### config.mk
export PLATFORM = sky130hd
export DESIGN_NAME = pe_array_ctrl
export DESIGN_NICKNAME = d
export VERILOG_FILES = /design/src/rtl/pe_array_ctrl_pkg.sv /design/src/rtl/pe_array_ctrl_sel_dec.sv /design/src/rtl/pe_array_ctrl.sv
export SDC_FILE = /design/constraint.sdc
export NUM_CORES = 1
export LEC_CHECK = 0
export ABC_AREA = 1
export CORE_MARGIN = 2
export CORE_UTILIZATION = 30
export CTS_CLUSTER_SIZE = 10
export DETAILED_ROUTE_END_ITERATION = 7
export HOLD_SLACK_MARGIN = 0.08
export SETUP_SLACK_MARGIN = 0.1
export SLEW_MARGIN = 5
export SYNTH_ARGS = -nofsm -noshare
export SYNTH_HDL_FRONTEND = slang
export SYNTH_SLANG_ARGS = --single-unit
### constraint.sdc
create_clock -name clk -period 5.6 [get_ports clk]
set_clock_uncertainty 0.2 [all_clocks]
set_input_delay 1.68 -clock clk [delete_from_list [all_inputs] [get_ports clk]]
set_output_delay 1.68 -clock clk [all_outputs]
set_load 0.1 [all_outputs]
### src/rtl/pe_array_ctrl_pkg.sv
// Shared PE command/state codes, array defaults and controller state enum
// for the PE array controller.
package pe_array_ctrl_pkg;

   localparam int unsigned PE_CMD_BITS   = 2;
   localparam int unsigned PE_STATE_BITS = 1;

   localparam logic [PE_CMD_BITS-1:0] PE_CMD_NOP     = 2'd0;
   localparam logic [PE_CMD_BITS-1:0] PE_CMD_WRITE   = 2'd1;
   localparam logic [PE_CMD_BITS-1:0] PE_CMD_READ    = 2'd2;
   localparam logic [PE_CMD_BITS-1:0] PE_CMD_PROCESS = 2'd3;

   localparam logic [PE_STATE_BITS-1:0] PE_STATE_DEAD = 1'b0;
   localparam logic [PE_STATE_BITS-1:0] PE_STATE_LIVE = 1'b1;

   localparam int unsigned PE_ROWS_DEFAULT = 16;
   localparam int unsigned PE_COLS_DEFAULT = 16;
   localparam int unsigned GEN_BITS        = 16;
   localparam int unsigned GAP_BITS        = 8;

   typedef enum logic [2:0] {
      ST_IDLE    = 3'd0,
      ST_WRITE   = 3'd1,
      ST_READ    = 3'd2,
      ST_RWAIT   = 3'd3,
      ST_RACK    = 3'd4,
      ST_PROCESS = 3'd5,
      ST_PAUSE   = 3'd6,
      ST_DONE    = 3'd7
   } ctrl_state_e;

   // Index width for an axis of n elements; never narrower than one bit.
   function automatic int unsigned idx_bits(input int unsigned n);
      return (n > 1) ? $clog2(n) : 1;
   endfunction

endpackage

### src/rtl/pe_array_ctrl_sel_dec.sv
// Index to one-hot decoder with enable; indices past the axis length select nothing.
module pe_sel_dec #(
   parameter int unsigned N  = 16,
   parameter int unsigned IW = 4
) (
   input  logic          en,
   input  logic [IW-1:0] idx,
   output logic [N-1:0]  sel_c,
   output logic          in_range_c
);

   always_comb begin
      in_range_c = (32'(idx) < N);
      sel_c      = '0;
      for (int unsigned i = 0; i < N; i++) begin
         if (en && (32'(idx) == i)) sel_c[i] = 1'b1;
      end
   end

endmodule

### src/rtl/pe_array_ctrl.sv
// Host-facing controller for a PE array: single-cell write/read access and
// paced multi-generation runs with abort and early stop on a stable array.
module pe_array_ctrl
   import pe_array_ctrl_pkg::*;
#(
   parameter  int unsigned ROWS = PE_ROWS_DEFAULT,
   parameter  int unsigned COLS = PE_COLS_DEFAULT,
   localparam int unsigned RW   = idx_bits(ROWS),
   localparam int unsigned CW   = idx_bits(COLS)
) (
   input  logic                     clk,
   input  logic                     rst,
   input  logic                     wr_req,
   input  logic [RW-1:0]            wr_row,
   input  logic [CW-1:0]            wr_col,
   input  logic [PE_STATE_BITS-1:0] wr_data,
   output logic                     wr_ack,
   input  logic                     rd_req,
   input  logic [RW-1:0]            rd_row,
   input  logic [CW-1:0]            rd_col,
   output logic                     rd_ack,
   output logic [PE_STATE_BITS-1:0] rd_data,
   input  logic                     start,
   input  logic [GEN_BITS-1:0]      gen_count,
   input  logic [GAP_BITS-1:0]      gap,
   input  logic                     abort,
   output logic [PE_CMD_BITS-1:0]   cmd,
   output logic [ROWS-1:0]          rsel,
   output logic [COLS-1:0]          csel,
   output logic [PE_STATE_BITS-1:0] state_wr,
   input  logic [PE_STATE_BITS-1:0] array_rdata,
   input  logic                     active_any,
   output logic                     busy,
   output logic                     done,
   output logic                     stable,
   output logic [GEN_BITS-1:0]      gens_run
);

   localparam logic [GEN_BITS-1:0] GEN_MAX = '1;

   ctrl_state_e state, state_next;

   logic [GEN_BITS-1:0] n_q, n_d;
   logic [GAP_BITS-1:0] g_q, g_d;
   logic [GAP_BITS-1:0] pause_q, pause_d;
   logic                rd_ok_q, rd_ok_d;

   logic [PE_CMD_BITS-1:0]   cmd_d;
   logic [ROWS-1:0]          rsel_d;
   logic [COLS-1:0]          csel_d;
   logic [PE_STATE_BITS-1:0] state_wr_d, rd_data_d;
   logic                     wr_ack_d, rd_ack_d, busy_d, done_d, stable_d;
   logic [GEN_BITS-1:0]      gens_run_d, gens_base;

   logic            sel_en_c, row_ok_c, col_ok_c, run_acc_c;
   logic [RW-1:0]   row_idx_c;
   logic [CW-1:0]   col_idx_c;
   logic [ROWS-1:0] rsel_dec_c;
   logic [COLS-1:0] csel_dec_c;

   // Selects are decoded straight from the host request on the accepting edge.
   always_comb begin
      row_idx_c = wr_req ? wr_row : rd_row;
      col_idx_c = wr_req ? wr_col : rd_col;
      sel_en_c  = (state == ST_IDLE) &&
                  ((state_next == ST_WRITE) || (state_next == ST_READ));
      run_acc_c = (state == ST_IDLE) &&
                  ((state_next == ST_PROCESS) || (state_next == ST_DONE));
   end

   pe_sel_dec #(.N(ROWS), .IW(RW)) u_row_dec (
      .en         (sel_en_c),
      .idx        (row_idx_c),
      .sel_c      (rsel_dec_c),
      .in_range_c (row_ok_c)
   );

   pe_sel_dec #(.N(COLS), .IW(CW)) u_col_dec (
      .en         (sel_en_c),
      .idx        (col_idx_c),
      .sel_c      (csel_dec_c),
      .in_range_c (col_ok_c)
   );

   always_ff @(posedge clk) begin
      if (rst) state <= ST_IDLE;
      else     state <= state_next;
   end

   always_comb begin
      state_next = state;
      unique case (state)
         ST_IDLE: begin
            if (wr_req)      state_next = ST_WRITE;
            else if (rd_req) state_next = ST_READ;
            else if (start)  state_next = (gen_count == '0) ? ST_DONE : ST_PROCESS;
         end
         ST_WRITE: state_next = ST_IDLE;
         ST_READ:  state_next = ST_RWAIT;
         ST_RWAIT: state_next = ST_RACK;
         ST_RACK:  state_next = ST_IDLE;
         // gens_run already counts the generation being processed this cycle
         ST_PROCESS: begin
            if (!active_any || (gens_run >= n_q) || abort) state_next = ST_DONE;
            else if (g_q == '0)                            state_next = ST_PROCESS;
            else                                           state_next = ST_PAUSE;
         end
         ST_PAUSE: begin
            if (abort)                          state_next = ST_DONE;
            else if (pause_q <= GAP_BITS'(1))   state_next = ST_PROCESS;
         end
         ST_DONE: state_next = ST_IDLE;
         default: state_next = ST_IDLE;
      endcase
   end

   always_comb begin
      cmd_d      = PE_CMD_NOP;
      rsel_d     = rsel_dec_c;
      csel_d     = csel_dec_c;
      state_wr_d = state_wr;
      wr_ack_d   = 1'b0;
      rd_ack_d   = 1'b0;
      rd_data_d  = rd_data;
      busy_d     = (state_next != ST_IDLE);
      done_d     = (state == ST_DONE);
      stable_d   = stable;
      gens_run_d = gens_run;
      gens_base  = gens_run;
      n_d        = n_q;
      g_d        = g_q;
      pause_d    = pause_q;
      rd_ok_d    = rd_ok_q;

      if (run_acc_c) begin
         n_d        = gen_count;
         g_d        = gap;
         gens_run_d = '0;
         gens_base  = '0;
         stable_d   = 1'b0;
      end
      if ((state == ST_PROCESS) && !active_any) stable_d = 1'b1;

      unique case (state_next)
         ST_WRITE: begin
            cmd_d      = PE_CMD_WRITE;
            state_wr_d = wr_data;
            wr_ack_d   = 1'b1;
         end
         ST_READ: begin
            cmd_d   = PE_CMD_READ;
            rd_ok_d = row_ok_c && col_ok_c;
         end
         ST_RACK: begin
            rd_ack_d  = 1'b1;
            rd_data_d = rd_ok_q ? array_rdata : '0;
         end
         ST_PROCESS: begin
            cmd_d      = PE_CMD_PROCESS;
            gens_run_d = (gens_base == GEN_MAX) ? gens_base : gens_base + GEN_BITS'(1);
         end
         ST_PAUSE: pause_d = (state == ST_PAUSE) ? pause_q - GAP_BITS'(1) : g_q;
         default: ;
      endcase
   end

   always_ff @(posedge clk) begin
      if (rst) begin
         cmd      <= PE_CMD_NOP;
         rsel     <= '0;
         csel     <= '0;
         state_wr <= '0;
         wr_ack   <= 1'b0;
         rd_ack   <= 1'b0;
         rd_data  <= '0;
         busy     <= 1'b0;
         done     <= 1'b0;
         stable   <= 1'b0;
         gens_run <= '0;
         n_q      <= '0;
         g_q      <= '0;
         pause_q  <= '0;
         rd_ok_q  <= 1'b0;
      end else begin
         cmd      <= cmd_d;
         rsel     <= rsel_d;
         csel     <= csel_d;
         state_wr <= state_wr_d;
         wr_ack   <= wr_ack_d;
         rd_ack   <= rd_ack_d;
         rd_data  <= rd_data_d;
         busy     <= busy_d;
         done     <= done_d;
         stable   <= stable_d;
         gens_run <= gens_run_d;
         n_q      <= n_d;
         g_q      <= g_d;
         pause_q  <= pause_d;
         rd_ok_q  <= rd_ok_d;
      end
   end

endmodule

==> summary.md, run 1 <==
| Metric | Value |
|---|---|
| Status | `finished clean` |
| Ys flop type | `dfxtp_1` |
| Seq cells post-synth | `93` |
| Total power | `1.782 mW` |
| Met2 routed WL | `6042 um` |
| Cell leakage power | `2.480 nW` |
| Placed wire-length estimate | `10180 um` |
| Syn nets | `735` |
| Crit path time final | `4.306 ns` |
| Row count | `45` |
| WL/cell | `14.12 um` |
| Routed WL | `13510 um` |
| Util after Layout | `40.93%` |
| Hold path endpoint | `n_q[5]$_SDFFE_PP0P_` |
| Area Growth Syn to Fin | `33.59%` |
| Delay-heaviest family, CP | `buffers and inverters` |
| Cts hold-fix bufs | `0` |
| Sw power | `540.4 uW` |
| Post-CTS repair timing setup buffer count | `0` |
| Top cells by area, synth | `dfxtp_1 (40%), nand2_1 (11%), nor2_1 (9.5%), ha_1 (5.1%), inv_1 (5.1%)` |
| Count of pins over their slew limit | `0` |
| Worst Path Arrival | `4.39 ns` |
| DRT Pass-1 Iters | `5` |
| Congestion Overflow GR | `0` |
| First-pass GRT wire length | `21780 um` |
| GRT Total Usage | `17.00%` |
| Clk root buf | `clkbuf_16` |
| Cell count after synthesis | `667` |
| RSZ-0062 raised after global routing | `false` |
| Setup Viol. Count Final | `0` |
| Critical path type | `primary input to flop` |
| Drc violations | `0` |
| Tightest Pin Transition | `1.016 ns` |
| Gpl congestion | `0.8885` |
| Clk pwr share | `40.0%` |
| Initial Utilization | `30.64%` |
| Reg-to-reg slack, setup | `2.52 ns` |
| Mapped Area | `0.004641 mm2` |
| Comb power frac | `20.3%` |
| Peak Freq | `232.2 MHz` |
| Warnings, synthesis | `0` |
| Final net count | `832` |
| Slowest library cell on the worst path | `clkdlybuf4s50_1` |
| Hold WC Path Type | `flop to flop` |
| Switching part of the total power | `30.33%` |
| Hold Vio Cnt, Final | `0` |
| Post-synth top area share | `40.12%` |
| Hold_sp | `n_q[5]$_SDFFE_PP0P_` |
| Fillers | `1541` |
| Fin cells | `957` |
| Synth cell count leaders | `nand2_1 (133), nor2_1 (117), dfxtp_1 (93)` |
| Final setup TNS | `0 ns` |
| CTS tree | `done` |
| Worst setup SP type | `primary input` |
| Post-synth top area cell | `dfxtp_1` |
| Worst path bufs/invs | `4` |
| Fraction of registers with async set/reset | `0%` |
| Core Area | `0.01515 mm2` |
| Seq pwr share | `39.7%` |
| H-Tree Depth | `3` |
| Worst Slack Setup Final | `1.294 ns` |
| Met3 wire len | `535 um` |
| Register-to-Register Path Depth | `15` |
| Initial antenna violation count | `0` |
| WHS Path Cells | `2` |
| CP required | `5.68 ns` |
| CTS-repair resized insts | `0` |
| Pre-CTS WS | `0.9385 ns` |
| Placed cell count | `941` |
| Clock Latency Late Sink | `0.36 ns` |
| I/O Pins | `106` |
| CP Cell Sequence | `clkdlybuf4s50_1 -> inv_2 -> nand2_2 -> nor2_4 -> nor2_1 -> ha_1 -> nand4_1 -> inv_1 -> nand2_1 -> inv_2 -> nand2_4 -> nand3_1 -> nand4_1 -> a21oi_1` |
| Post-synthesis sequential area ratio | `40.12%` |
| Area of placed instances | `0.005854 mm2` |
| Syn Area/Cell | `6.958 um2` |
| Period Utilization, post-route | `76.89%` |
| Fin area | `0.006200 mm2` |
| Vias in the first global route | `4274` |
| Routed vias | `4557` |
| Antenna viol nets, final | `0` |
| Num CTS Buffers | `9` |
| Die Span X | `128.4 um` |
| Metal1 wirelength | `6514 um` |
| R2R Path Start | `gens_run[9]$_SDFF_PP0_` |
| Relative slew margins | `32.04%` |
| Clk slew on worst S/H paths | `0.06 ns` |
| CTS Buffer Depth | `2` |
| Most numerous cell in the Yosys netlist | `nand2_1` |
| P_int | `1.242 mW` |
| Max-cap violations | `0` |
| Via density | `4.762` |
| CP max FO | `16` |
| Vert. Die Dim | `128.4 um` |
| P per Cell Area | `287.4 mW/mm2` |
| Min Hold Slack | `0.2601 ns` |
| Largest net degree at the start of global routing | `39` |
| Clock sinks | `93` |
| Layout cells sized above 1 | `6.892%` |
| Top layer in use | `met4` |
| DR iter-0 viols | `380` |
| ANT cells | `0` |
| Distinct cells, synth | `36` |
| Total Die Area | `0.01648 mm2` |
| PortBufs | `105` |
| Critical path endpoint category | `flop` |
| Post-synth EDFFs | `0` |
| Worst reg2reg endpoint | `rsel[8]$_SDFF_PP0_` |
| VDD IR max | `0.0001660 V` |
| Max incr delay on CP | `0.70 ns` |
[worst max-delay path by stage]
stage,start,to,slack (ns),depth (start not counted)
after floorplan,wr_req,gens_run[12]$_SDFF_PP0_,1.60,16
after global placement,wr_req,gens_run[2]$_SDFF_PP0_,1.03,14
after detailed placement,wr_req,gens_run[12]$_SDFF_PP0_,0.94,14
after CTS,wr_req,gens_run[10]$_SDFF_PP0_,1.30,14
after global routing,wr_req,gens_run[14]$_SDFF_PP0_,0.95,14
final,wr_req,gens_run[10]$_SDFF_PP0_,1.29,14
[sequential cells by signal (all words and copies together) (netlist names), 2 cells and up]
name,cells
cmd,2
csel,16
g_q,8
gens_run,16
n_q,16
pause_q,8
rsel,16
state,3
[worst register-to-register path, delay by kind of cell, from the launching register on]
kind,cells,cell delay [ns]
buffers and inverters,1,0.25
AND/OR/NAND/NOR,11,1.41
flip-flops,1,0.50
adder cells (fa/ha/maj),1,0.31
AO/OA/AOI/OAI,2,0.34
[layer usage]
metal  GRT usage (%)  vias up
li1                -     2368
met5               0        -
met3           3.451       22
met4           7.886        0
met1           23.06     2062
met2           26.03      105
[cells in the final DEF (no fill, tap or decap), types with 4 or more instances in the layout]
cell | synthesis | routed
ha_1 | 19 | 19
nor4_1 | 4 | 4
nand3b_1 | 5 | 5
a21oi_1 | 45 | 45
inv_1 | 63 | 63
nor3_1 | 7 | 7
clkbuf_16 | 0 | 9
nand2_1 | 133 | 133
nor2_1 | 117 | 117
nor2_2 | 7 | 7
nand3_1 | 39 | 39
o21ai_0 | 46 | 46
clkdlybuf4s50_1 | 0 | 105
or2_2 | 7 | 7
buf_4 | 1 | 6
dfxtp_1 | 93 | 93
inv_2 | 6 | 6
nand4_1 | 28 | 28
nand2_2 | 4 | 4
[logic make-up (layout without fill, tap and decap cells)]
family          Yosys count  after routing  synth area share (%)
compound gates           98             98                 11.11
simple gates            359            359                 34.73
buf+inv                  94            196                 8.115
fa+ha+maj                19             19                 5.123
xor+xnor                  2              2                0.3775
flops                    93             93                 40.12
mux                       2              2                0.4314
[power groups by stage]
stage / clock network [mW] / logic (mW) / registers (mW)
CTS: 0.728 / 0.361 / 0.707
finish: 0.713 / 0.361 / 0.707
detailed placement: 0 / 0.359 / 0.722
global route: 0.752 / 0.398 / 0.711
floorplan: 0 / 0.171 / 0.802
global placement: 0 / 0.360 / 0.722
[final cells by class]
cell class	count	area (um2)	share of cell area (%)
inverter	69	259.0	4.178
clock buffer	10	229.0	3.693
sequential	93	1862	30.03
tap	188	235.2	3.794
clock inverter	6	116.4	1.877
multi-input combinational	480	2402	38.75
timing repair buffer	111	1096	17.68
(Power assumes the default switching activity.)
==> run 2: changes to the inputs <==
- clock period: 5.6 -> 4.2 ns (I/O delays scaled with it)
==> summary.md, run 2 (synthesis gave the netlist of run 1 again) <==
| Metric | Value |
|---|---|
| Post-CTS repair timing setup buffer count | `0 (unchanged)` |
| Hold WC Path Type | `flop to flop (unchanged)` |
| Routed vias | `4618 (was 4557)` |
| Most common cell after layout, fill and taps aside | `nand2_1 (unchanged)` |
| Max-cap violations | `0 (unchanged)` |
| Num CTS Buffers | `9 (unchanged)` |
| GRT Total Usage | `16.82% (was 17.00%)` |
| VDD IR max | `0.0002020 V (was 0.0001660 V)` |
| Status | `finished clean (unchanged)` |
| Register-to-Register Path Depth | `14 (was 15)` |
| R2R Path Start | `gens_run[9]$_SDFF_PP0_ (unchanged)` |
| First-pass GRT wire length | `22090 um (was 21780 um)` |
| Crit path time final | `3.589 ns` |
| Worst reg2reg endpoint | `csel[15]$_SDFF_PP0_ (was rsel[8]$_SDFF_PP0_)` |
| Clock Latency Late Sink | `0.35 ns (was 0.36 ns)` |
| ANT cells | `0 (unchanged)` |
| Min Hold Slack | `0.2606 ns (was 0.2601 ns)` |
| Worst Path Arrival | `3.66 ns (was 4.39 ns)` |
| Peak Freq | `278.6 MHz` |
| Vert. Die Dim | `128.4 um (unchanged)` |
| Worst setup SP type | `primary input (unchanged)` |
| CP required | `4.27 ns (was 5.68 ns)` |
| Slowest library cell on the worst path | `clkdlybuf4s50_1 (unchanged)` |
| Core Area | `0.01515 mm2 (unchanged)` |
| Relative slew margins | `32.23% (was 32.04%)` |
| Layout cells sized above 1 | `10.95% (was 6.892%)` |
| CTS-repair resized insts | `0 (unchanged)` |
| Util after Layout | `40.62% (was 40.93%)` |
| Clk root buf | `clkbuf_16 (unchanged)` |
| Initial Utilization | `30.64% (unchanged)` |
| Initial antenna violation count | `0 (unchanged)` |
| Cts hold-fix bufs | `0 (unchanged)` |
| Cell leakage power | `2.549 nW (was 2.480 nW)` |
| Critical Path End | `gens_run[7]$_SDFF_PP0_ (was gens_run[10]$_SDFF_PP0_)` |
| WL/cell | `14.11 um (was 14.12 um)` |
| CTS Buffer Depth | `2 (unchanged)` |
| Max incr delay on CP | `0.51 ns (was 0.70 ns)` |
| Total Die Area | `0.01648 mm2 (unchanged)` |
| Vias in the first global route | `4448 (was 4274)` |
| Gpl congestion | `0.8562 (was 0.8885)` |
| Critical path startpoint | `start (was wr_req)` |
| Largest net degree at the start of global routing | `39 (unchanged)` |
| I/O Pins | `106 (unchanged)` |
| CTS tree | `done (unchanged)` |
| Via density | `4.790 (was 4.762)` |
| RSZ-0062 raised after global routing | `false (unchanged)` |
| Antenna viol nets, final | `0 (unchanged)` |
| Area Growth Syn to Fin | `32.57% (was 33.59%)` |
| Critical path type | `primary input to flop (unchanged)` |
| Period Utilization, post-route | `85.45%` |
| Final setup TNS | `0 ns (unchanged)` |
| Setup Viol. Count Final | `0 (unchanged)` |
| Reg-to-reg slack, setup | `1.31 ns (was 2.52 ns)` |
| Placed wire-length estimate | `10270 um (was 10180 um)` |
| Hold Vio Cnt, Final | `0 (unchanged)` |
| Clock sinks | `93 (unchanged)` |
| Die Span X | `128.4 um (unchanged)` |
| Clk slew on worst S/H paths | `0.07 ns (was 0.06 ns)` |
| Count of pins over their slew limit | `0 (unchanged)` |
| Congestion Overflow GR | `0 (unchanged)` |
| P per Cell Area | `370.9 mW/mm2 (was 287.4 mW/mm2)` |
| Row count | `45 (unchanged)` |
| CP Cell Sequence | `clkdlybuf4s50_1 -> o21ai_4 -> nor2_2 -> nand2_2 -> nand2_1 -> nor2_2 -> nand3_1 -> nor2_1 -> o21ai_0 -> nand3_1 -> nand4_1 -> a21oi_1 (was clkdlybuf4s50_1 -> inv_2 -> nand2_2 -> nor2_4 -> nor2_1 -> ha_1 -> nand4_1 -> inv_1 -> nand2_1 -> inv_2 -> nand2_4 -> nand3_1 -> nand4_1 -> a21oi_1)` |
| Commonest non-fill, non-tap cells in the layout | `nand2_1 (133), nor2_1 (117), dfxtp_1 (93), clkdlybuf4s50_1 (80), inv_1 (63) (was nand2_1 (133), nor2_1 (117), clkdlybuf4s50_1 (105), dfxtp_1 (93), inv_1 (63))` |
| DRT Pass-1 Iters | `5 (unchanged)` |
| Final net count | `839 (was 832)` |
| Drc violations | `0 (unchanged)` |
| CP max FO | `12 (was 16)` |
| PortBufs | `105 (unchanged)` |
| Tightest Pin Transition | `1.013 ns (was 1.016 ns)` |
| Critical path endpoint category | `flop (unchanged)` |
| H-Tree Depth | `3 (unchanged)` |
| DR iter-0 viols | `302 (was 380)` |
| Routed WL | `13600 um (was 13510 um)` |
==> run 2: final cells by class <==
cell class | instances | area, um2
Inverter | 69 | 259.0
Tap cell | 188 | 235.2
Fill cell | 1560 | 8994
Clock buffer | 10 | 229.0
Timing Repair Buffer | 118 | 1086
Multi-Input combinational cell | 480 | 2402
Sequential cell | 93 | 1862
Clock inverter | 6 | 78.83
==> run 2: worst min-delay path by stage <==
stage | start | end | cells past startpoint
final | rd_ok_q$_SDFFE_PP0N_ | rd_ok_q$_SDFFE_PP0N_ | 2
after global placement | rd_ok_q$_SDFFE_PP0N_ | rd_ok_q$_SDFFE_PP0N_ | 2
after CTS | rd_ok_q$_SDFFE_PP0N_ | rd_ok_q$_SDFFE_PP0N_ | 2
after floorplan | rd_ok_q$_SDFFE_PP0N_ | rd_ok_q$_SDFFE_PP0N_ | 2
after detailed placement | rd_ok_q$_SDFFE_PP0N_ | rd_ok_q$_SDFFE_PP0N_ | 2
after global routing | rd_ok_q$_SDFFE_PP0N_ | rd_ok_q$_SDFFE_PP0N_ | 2
==> run 2: where the power goes <==
| group | internal (mW) | switching, mW | leakage, nW | total [mW] |
|---|---|---|---|---|
| registers | 0.921 | 0.0214 | 0.754 | 0.942 |
| logic | 0.155 | 0.340 | 1.64 | 0.495 |
| clock network | 0.475 | 0.370 | 0.151 | 0.845 |
==> run 2: critical path, delay by kind of cell <==
kind                   cells  cell delay, ns
AO/OA/AOI/OAI              3            0.54
buffers and inverters      1            0.51
AND/OR/NAND/NOR            8            1.35
==> run 2: metal layers <==
metal / GRT usage (%) / wire (um) / vias up
li1: - / - / 2390
met5: 0 / 0 / -
met1: 22.31 / 6486 / 2091
met2: 27.41 / 6271 / 118
met4: 5.882 / 255 / 0
met3: 3.243 / 587 / 19
==> run 2: stage by stage <==
| step | instances | setup slack (ns) | area [um2] | power, mW |
|---|---|---|---|---|
| CTS | 964 | 0.6784 | 6152 | 2.306 |
| finish | 964 | 0.6112 | 6152 | 2.282 |
| global placement | 948 | 0.3586 | 5844 | 1.453 |
| floorplan | 667 | 0.6209 | 4641 | 1.297 |
| global route | 964 | 0.4127 | 6152 | 2.390 |
| detailed placement | 948 | 0.3325 | 5844 | 1.454 |
